`config.mk`:
```
export PLATFORM = sky130hd
export DESIGN_NAME = decimal_key_encoder
export DESIGN_NICKNAME = d
export VERILOG_FILES = /design/src/rtl/decimal_key_encoder.sv
export SDC_FILE = /design/constraint.sdc
export NUM_CORES = 1
export LEC_CHECK = 0
export ABC_AREA = 1
export BUFFER_PORTS_ARGS = -buffer_cell sky130_fd_sc_hd__buf_2
export CORE_UTILIZATION = 57
export CTS_BUF_LIST = sky130_fd_sc_hd__clkbuf_8
export DETAILED_ROUTE_END_ITERATION = 8
export PLACE_DENSITY = 0.85
export SETUP_SLACK_MARGIN = 0.1
export SKIP_CTS_REPAIR_TIMING = 1
export SLEW_MARGIN = 20
export SYNTH_ARGS = -nofsm -noshare
export SYNTH_HDL_FRONTEND = slang
export SYNTH_SLANG_ARGS = --single-unit
```
`constraint.sdc`:
```
create_clock -name clk -period 4.9 [get_ports clk]
set_clock_uncertainty 0.1 [all_clocks]
set_input_delay 0.735 -clock clk [delete_from_list [all_inputs] [get_ports clk]]
set_output_delay 0.735 -clock clk [all_outputs]
set_load 0.005 [all_outputs]
```
`src/rtl/decimal_key_encoder.sv`:
```
// decimal_key_encoder: turns ten raw one-of-ten keypad lines into debounced
// BCD digit codes, delivered over a valid/ready handshake with a 1-deep
// output register. Multi-key patterns are emitted as 4'hF with out_err set.
// Optional auto-repeat while a key is held: define DECIMAL_KEY_REPEAT_EN.
module decimal_key_encoder #(
  parameter int DEBOUNCE_CYCLES = 16,
  parameter int REPEAT_DELAY    = 256,
  parameter int REPEAT_PERIOD   = 64
) (
  input  logic       clk,
  input  logic       rst_n,
  input  logic [9:0] key,
  input  logic       out_ready,
  output logic       out_valid,
  output logic [3:0] out_bcd,
  output logic       out_err,
  output logic       overrun,
  input  logic       overrun_clr,
  output logic       busy
);

  typedef enum logic [1:0] {
    IDLE     = 2'd0,
    DEBOUNCE = 2'd1,
    HELD     = 2'd2,
    RELEASE  = 2'd3
  } state_t;

  localparam logic [15:0] DB_LIM = 16'(DEBOUNCE_CYCLES);

  // Counters are 16 bits wide, so every cycle-count parameter must fit.
  if (DEBOUNCE_CYCLES < 2 || DEBOUNCE_CYCLES > 65535 ||
      REPEAT_DELAY < 1 || REPEAT_DELAY > 65535 ||
      REPEAT_PERIOD < 1 || REPEAT_PERIOD > 65535) begin : g_badParams
    $error("decimal_key_encoder: cycle-count parameter out of range");
  end

  state_t      r_state;
  state_t      w_next;
  logic [9:0]  r_sync1;
  logic [9:0]  r_sync2;
  logic [9:0]  r_cap;
  logic [9:0]  w_capNext;
  logic [15:0] r_cnt;
  logic [15:0] w_cntNext;
  logic        w_emit;
  logic [3:0]  w_hotCount;
  logic [3:0]  w_hotIndex;
  logic [3:0]  w_code;
  logic        w_codeErr;
  logic        r_valid;
  logic [3:0]  r_bcd;
  logic        r_err;
  logic        r_overrun;
  logic        r_busy;

`ifdef DECIMAL_KEY_REPEAT_EN
  localparam logic [15:0] RPT_DLY = 16'(REPEAT_DELAY);
  localparam logic [15:0] RPT_PER = 16'(REPEAT_PERIOD);

  logic [15:0] r_rptCnt;
  logic        r_rptSteady;
  logic        w_rptEmit;

  assign w_rptEmit = (r_state == HELD) && (r_sync2 != 10'd0) &&
                     (r_rptCnt == (r_rptSteady ? RPT_PER : RPT_DLY));

  // Repeat timer: restarts on every HELD entry and after each repeat emit.
  always_ff @(posedge clk or negedge rst_n) begin
    if (!rst_n) begin
      r_rptCnt    <= 16'd0;
      r_rptSteady <= 1'b0;
    end else if (w_rptEmit || (w_next == HELD && r_state != HELD)) begin
      r_rptCnt    <= 16'd1;
      r_rptSteady <= w_rptEmit;
    end else if (r_state == HELD) begin
      r_rptCnt <= r_rptCnt + 16'd1;
    end
  end
`endif

  // Two-flop synchronizer; the raw key lines are asynchronous to clk.
  always_ff @(posedge clk or negedge rst_n) begin
    if (!rst_n) begin
      r_sync1 <= 10'd0;
      r_sync2 <= 10'd0;
    end else begin
      r_sync1 <= key;
      r_sync2 <= r_sync1;
    end
  end

  // Debounce state register with the captured pattern and cycle counter.
  always_ff @(posedge clk or negedge rst_n) begin
    if (!rst_n) begin
      r_state <= IDLE;
      r_cap   <= 10'd0;
      r_cnt   <= 16'd0;
      r_busy  <= 1'b0;
    end else begin
      r_state <= w_next;
      r_cap   <= w_capNext;
      r_cnt   <= w_cntNext;
      r_busy  <= (w_next != IDLE);
    end
  end

  // Next-state logic: a pattern must hold still to be accepted, and a full
  // quiet period must follow before the next press is recognised.
  always_comb begin
    w_next    = r_state;
    w_capNext = r_cap;
    w_cntNext = r_cnt;
    w_emit    = 1'b0;
    case (r_state)
      IDLE: begin
        if (r_sync2 != 10'd0) begin
          w_capNext = r_sync2;
          w_cntNext = 16'd1;
          w_next    = DEBOUNCE;
        end
      end
      DEBOUNCE: begin
        if (r_sync2 == 10'd0) begin
          w_next = IDLE;
        end else if (r_sync2 != r_cap) begin
          w_capNext = r_sync2;
          w_cntNext = 16'd1;
        end else if (r_cnt == DB_LIM) begin
          w_emit = 1'b1;
          w_next = HELD;
        end else begin
          w_cntNext = r_cnt + 16'd1;
        end
      end
      HELD: begin
        if (r_sync2 == 10'd0) begin
          w_cntNext = 16'd1;
          w_next    = RELEASE;
        end
`ifdef DECIMAL_KEY_REPEAT_EN
        else if (w_rptEmit) begin
          w_emit = 1'b1;
        end
`endif
      end
      RELEASE: begin
        if (r_sync2 != 10'd0) begin
          w_next = HELD;
        end else if (r_cnt == DB_LIM) begin
          w_next = IDLE;
        end else begin
          w_cntNext = r_cnt + 16'd1;
        end
      end
      default: w_next = IDLE;
    endcase
  end

  // Encode the captured pattern: one-hot gives its index, anything else 4'hF.
  always_comb begin
    w_hotCount = 4'd0;
    w_hotIndex = 4'd0;
    for (int i = 0; i < 10; i++) begin
      if (r_cap[i]) begin
        w_hotCount = w_hotCount + 4'd1;
        w_hotIndex = 4'(i);
      end
    end
    w_codeErr = (w_hotCount != 4'd1);
    w_code    = w_codeErr ? 4'hF : w_hotIndex;
  end

  // Output register: load on emit if empty or being drained, else drop.
  always_ff @(posedge clk or negedge rst_n) begin
    if (!rst_n) begin
      r_valid <= 1'b0;
      r_bcd   <= 4'd0;
      r_err   <= 1'b0;
    end else if (w_emit && (!r_valid || out_ready)) begin
      r_valid <= 1'b1;
      r_bcd   <= w_code;
      r_err   <= w_codeErr;
    end else if (r_valid && out_ready) begin
      r_valid <= 1'b0;
    end
  end

  // Sticky overrun flag; a new drop wins over a simultaneous clear.
  always_ff @(posedge clk or negedge rst_n) begin
    if (!rst_n) begin
      r_overrun <= 1'b0;
    end else if (w_emit && r_valid && !out_ready) begin
      r_overrun <= 1'b1;
    end else if (overrun_clr) begin
      r_overrun <= 1'b0;
    end
  end

  assign out_valid = r_valid;
  assign out_bcd   = r_bcd;
  assign out_err   = r_err;
  assign overrun   = r_overrun;
  assign busy      = r_busy;

endmodule

```
## After elaboration in Yosys (flattened, before gate mapping)

Cells that the tools add are included.

- $add $sub $neg: 10
- Equality and inequality tests: 11
- Multiplexer cells: 47
- Reduce and logical (&&, ||, !) cells: 16

Operator list:

| kind | number |
|---|---|
| 2-to-1 mux 16 bit | 6 |
| 2-to-1 mux 4 bit | 18 |
| case mux 16 bit (4 select lines) | 1 |
| adder 4 x 1 -> 4 bit (second input constant) | 9 |
| 2-to-1 mux 10 bit | 3 |
| case mux 10 bit (2 select lines) | 1 |
| adder 16 x 1 -> 16 bit (second input constant) | 1 |
| == test 16 x 5 -> 1 bit (second input constant) | 1 |
| 2-to-1 mux 2 bit | 7 |
| zero test 10 bit | 1 |
| 2-to-1 mux 1 bit | 10 |
| != test 10 bit | 1 |
| != test 2 bit (second input constant) | 5 |
| nonzero test 10 bit | 1 |
| case mux 2 bit (4 select lines) | 1 |
| AND reduction 4 bit | 2 |
| nonzero test 2 bit | 4 |
| == test 2 bit (second input constant) | 2 |
| logical AND 1 bit | 4 |
| != test 4 x 1 -> 1 bit (second input constant) | 1 |
| == test 2 x 1 -> 1 bit (second input constant) | 1 |
| zero test 1 bit | 2 |
| zero test 2 bit | 1 |
| logical OR 1 bit | 1 |

- Register bits after elaboration: 56
- Bits of input ports: 14
- Output and inout bits: 8
- Word-level logic and storage cells: 94

## Longest topological paths before layout

- Depth in word-level cells: 21
- Mapped depth: 35
- Depth with buffers taken out: 35

## Worst setup path before layout

OpenSTA, ideal clock, no wires.

- Kind: reg-to-reg
- Start: reg r_cap[0]
- End: reg r_bcd[0] (netlist: out_bcd[0])
- Library setup time: 0.116 ns
- Arrival: 4.890 ns
- Data required time: 4.684 ns
- Slack: -0.206 ns
- Stages on the path, launching flop included: 35
- Period minus slack after synthesis: 5.106 ns
- Cell sequence: dfrtp_1 inv_1 ha_1 inv_2 nand2_2 nand2_1 inv_1 ha_1 nand2_1 nand2_1 ha_1 or2_1 nand2_1 inv_1 ha_1 nand2_1 nand2_1 ha_1 or2_2 nand2_1 inv_1 ha_1 nand2_1 nand2_1 ha_1 nand2_1 nand2_1 ha_1 or2_2 nand2_1 nand2_1 nor2_1 nand3_2 nor2_1 nor2_1

- Longest elaborated chain between the ends: 21

Ends and longest elaborated chain:

| what | RTL line | RTL |
|---|---|---|
| start, declared | 42 | `logic [9:0] r_cap;` |
| start signal, assigned | 102 | `r_cap <= w_capNext;` |
| 2-to-1 mux 1 bit | 165 | `if (r_cap[i]) begin` |
| adder 4 x 1 -> 4 bit | 166 | `w_hotCount = w_hotCount + 4'd1;` |
| 2-to-1 mux 4 bit | 165 |  |
| adder 4 x 1 -> 4 bit | 166 |  |
| 2-to-1 mux 4 bit | 165 |  |
| adder 4 x 1 -> 4 bit | 166 |  |
| 2-to-1 mux 4 bit | 165 |  |
| adder 4 x 1 -> 4 bit | 166 |  |
| [5 not listed] | n/a |  |
| adder 4 x 1 -> 4 bit | 166 |  |
| 2-to-1 mux 4 bit | 165 |  |
| adder 4 x 1 -> 4 bit | 166 |  |
| 2-to-1 mux 4 bit | 165 |  |
| adder 4 x 1 -> 4 bit | 166 |  |
| 2-to-1 mux 4 bit | 165 |  |
| != test 4 x 1 -> 1 bit | 170 | `w_codeErr = (w_hotCount != 4'd1);` |
| 2-to-1 mux 4 bit | 171 | `w_code = w_codeErr ? 4'hF : w_hotIndex;` |
| end signal, assigned | 182 | `r_bcd <= w_code;` |
| end, declared | 52 | `logic [3:0] r_bcd;` |

Several ways; a longest one is shown, not always the timed one.
A chain may end at the register's enable or synchronous reset.

## Worst setup path after layout

- Start: reg r_cap[0]
- End: reg r_bcd[2] (netlist: out_bcd[2])

Same word-level chain as after synthesis.

==> results summary <==
The floorplan has 27 rows. The most common library cell in the layout ignoring fill and taps is sky130_fd_sc_hd__nand2_1. The fraction of synthesized cell area in xor and xnor cells is 1.333%. The post-synthesis share of cell area spent on and, or, nand and nor gates came out at between 30% and 40%.

The synthesized-area fraction occupied by ao, oa, aoi and oai cells came out at roughly 7.3%. The largest family of logic cells by synthesized area is simple AND/OR/NAND/NOR gates. After synthesis the netlist holds a flip-flop and latch count of 56. The worst-case headroom to the max-slew limit came out at a little over half. The number of nets at the end of the flow came out at 494. The number of clock buffers inserted by TritonCTS is 5.

The number of inserted diodes came out at 0. After synthesis, the share of flip-flops with an asynchronous set or reset is 100.0%. The half-perimeter wire length after detailed placement came out at between 4 and 5 mm. The number of distinct library cell variants in the gate-level netlist after synthesis is 36. The leakage power came out at ~1.9 nW. Global routing consumed, over all layers together, about 23% of the routing resources. Synthesis produced a netlist with a net count of between 400 and 500. In this run the power density over the cells is roughly 270 nW/um2. The via count normalized by instance count is 5.312.

The proportion of layout cells with a drive suffix above 1 came out at 27.23%. The initial utilization of the core area, before any placement, comes to 59.28%. The deepest clock path buffer count is 2. The fraction of synthesized area in multiplexers is 0%. Detailed routing inserted a total of ~2.9k vias. The layout has 423 filler cells.

The initial antenna violation count came out at 0. The core area came out at 5540 um2. The clock period minus worst slack is 4.855 ns. The worst voltage drop across the vdd grid came out at about 0.30 mV. With fillers left out, the area of the finished cells amounts to 3862 um2.

The launching element type of the critical path is a register. Measured along the x axis, the die boundary spans 77.91 um. The clock reaches the later pin of the worst-skew pair after slightly above 0.3 ns. The final count of hold timing violations is 0.

At the pin with the least slew margin, the transition time is 0.6764 ns. The routed length on met3 is around 260 um. The count of nets left with antenna violations once routing finished came out at 0. The largest total area in the synthesized netlist belongs to sky130_fd_sc_hd__dfrtp_1.

The count of buffers from port buffering is 21. The largest net degree at the start of global routing came out at 57. Setup repair after global routing could not meet its margin everywhere. The number of sinks on the clock net came out at 56. In this run the mean area of a mapped cell was 7.692 um2. The growth of design area from synthesis to finish is 17.60%.

After synthesis, the largest area contributor takes up 42.67% of total cell area. After detailed placement, the total cell area comes to roughly 3600 um2. The clock-pin slew on the worst setup and hold paths came out at 0.10 ns. The first-iteration detailed-routing DRC count came out at 150. The utilization after layout came out at 69.72%.

Yosys attributes the largest share of cell area to sky130_fd_sc_hd__dfrtp_1 43%, sky130_fd_sc_hd__nand2_1 10%, sky130_fd_sc_hd__inv_1 7.8%, sky130_fd_sc_hd__nor2_1 5.3%, sky130_fd_sc_hd__nand3_1 4.4%. The floorplan die area came out at 6070 um2. For this run, the leading register cell type out of synthesis is sky130_fd_sc_hd__dfrtp_1. In the final routing, the length of wire on met1 measures 2.891 mm. The number of setup violations in the final report came out at 0. The master cell of the clock root buffer is sky130_fd_sc_hd__clkbuf_8. Sequential cells were found to cover ~43% of the synthesized design area. The startpoint identified for the worst hold timing path is r_sync1[1]$_DFF_PN0_.

The depth of the CTS H-tree is 2. The global-route wire length before repair came out at 11.16 mm. The number of top-level design ports is 22. The final number of max-transition violations was 0. The sum of overflow across all layers after global routing is 0. The length of the first detailed-routing pass in iterations came out at 5. The cell at the slowest stage of the critical path is sky130_fd_sc_hd__dfrtp_1. The worst setup path is captured at a register. The library cells used most frequently in the layout, excluding fill and tap cells, are 78 x sky130_fd_sc_hd__nand2_1, 63 x sky130_fd_sc_hd__inv_1, 56 x sky130_fd_sc_hd__dfrtp_1. The average wire per cell in the routed design came out at 12.44 um. Based on the critical path, the design can be clocked at up to slightly above 200 MHz. The setup path with the least slack is of type reg -> reg. The final sum of negative setup slack is 0 ns. The most critical setup path has its startpoint at r_cap[0]$_DFFE_PN0P_.

The worst register-to-register path begins at r_cap[0]$_DFFE_PN0P_. The worst stage delay on the critical path came out at 0.42 ns. The run finished with clean final reports. The number of global-route vias before repair came to 2653. Wire segments on met2 add up to 3.521 mm in the final route. The residual DRC count is 0. The adder-cell share of the synthesized area came out at roughly 4.2%. TritonCTS built the clock tree. Routability-driven placement finished with a final weighted congestion of ~0.88. The maximum fanout count along the critical path is 3.

The data arrival time of the worst path is approximately 5 ns. The die is about 78 um tall. The gate count after technology mapping came out at roughly 430. The number of flops mapped to enable cells by yosys is 0.

The endpoint required time on the critical path is 5.01 ns. In this run the worst hold path is classified as reg -> reg. The mapped netlist covers ~3300 um2. The count of warnings emitted by yosys came out at 0. The highest metal layer with signal wires is met4. The total wire length came out at slightly below 7 mm. The number of maximum-capacitance violations came out at 0. The final worst-path cycle share came out at 99.09%.
## path summary, 6_finish.rpt
path / end / slack (ns) / cells after the start
setup / recovery: out_bcd[2]$_DFFE_PN0P_ / 0.04 / 34
hold / removal: r_sync2[1]$_DFF_PN0_ / 0.26 / 0
setup reg to reg: out_bcd[2]$_DFFE_PN0P_ / 0.04 / 34
hold reg to reg: r_sync2[1]$_DFF_PN0_ / 0.26 / 0
max in group asynchronous: r_cap[6]$_DFFE_PN0P_ / 3.81 / 2
min in group asynchronous: r_sync1[1]$_DFF_PN0_ / 0.43 / 2
## logic make-up (layout without fill, tap and decap cells)
kind of cell / Yosys count / after routing
AOI/OAI and AO/OA: 44 / 44
adders and majority gates: 11 / 11
and+or+nand+nor: 233 / 233
xor gates and xnor gates: 5 / 5
buffers and inverters: 78 / 121
DFF: 56 / 56
## synthesized netlist by cell type, types with 2 or more instances
library cell,number
sky130_fd_sc_hd__inv_2,4
sky130_fd_sc_hd__inv_1,68
sky130_fd_sc_hd__nand3_1,29
sky130_fd_sc_hd__o22ai_1,2
sky130_fd_sc_hd__a211oi_1,3
sky130_fd_sc_hd__nand2_2,16
sky130_fd_sc_hd__nor2_2,4
sky130_fd_sc_hd__nand2_1,91
sky130_fd_sc_hd__a21oi_1,14
sky130_fd_sc_hd__nor3_1,6
sky130_fd_sc_hd__nand2_4,3
sky130_fd_sc_hd__or2_2,7
sky130_fd_sc_hd__dfrtp_1,56
sky130_fd_sc_hd__nor4_1,8
sky130_fd_sc_hd__nand4_1,6
sky130_fd_sc_hd__buf_2,2
sky130_fd_sc_hd__o21ai_0,22
sky130_fd_sc_hd__nor2_1,46
sky130_fd_sc_hd__nand3_2,10
sky130_fd_sc_hd__ha_1,11
sky130_fd_sc_hd__xor2_1,2
sky130_fd_sc_hd__xnor2_1,3
## report_power, final
group,total (mW),switching (mW),leakage (nW),internal (mW)
Combinational,0.297,0.166,1.15,0.130
Clock,0.251,0.148,0.0485,0.103
Sequential,0.493,0.0159,0.688,0.477
## final cells by class
type,instances,area (um2),share of cell area (%)
Tap cell,72,90.09,2.332
Clock inverter,3,22.52,0.5831
Sequential cell,56,1401,36.28
Multi-Input combinational cell,293,1755,45.45
Inverter,73,276.5,7.159
Clock buffer,5,68.82,1.782
Timing Repair Buffer,40,247.7,6.414
## worst max-delay path: cells and delay by family (launching register included)
family        cells  cell delay [ns]
buf+inv           5             0.32
fa+ha+maj         8             1.83
simple gates     21             2.05
flops             1             0.42
## layer usage
| metal | vias up | GRT usage (%) |
|---|---|---|
| met5 | - | 0 |
| li1 | 1442 | - |
| met1 | 1367 | 28.26 |
| met2 | 61 | 42.21 |
| met4 | 0 | 6.296 |
| met3 | 9 | 3.294 |
## per-stage QoR
stage,cells,hold WS [ns],total power [mW],setup WS (ns)
floorplan,427,0.2312,0.6598,0.01439
global placement,530,0.2326,0.7146,-0.01379
detailed placement,530,0.2347,0.7255,-0.2335
CTS,538,0.2572,0.9707,-0.2497
global route,542,0.2671,1.096,-0.2136
finish,542,0.2555,1.041,0.04453
## flip-flops by register name, summed over array words and instances, names as in the netlist
signal,flops
r_sync2,10
busy,1
r_sync1,10
r_state,2
out_valid,1
out_bcd,4
r_cap,10
r_cnt,16
overrun,1
out_err,1
(Power assumes the default switching activity.)
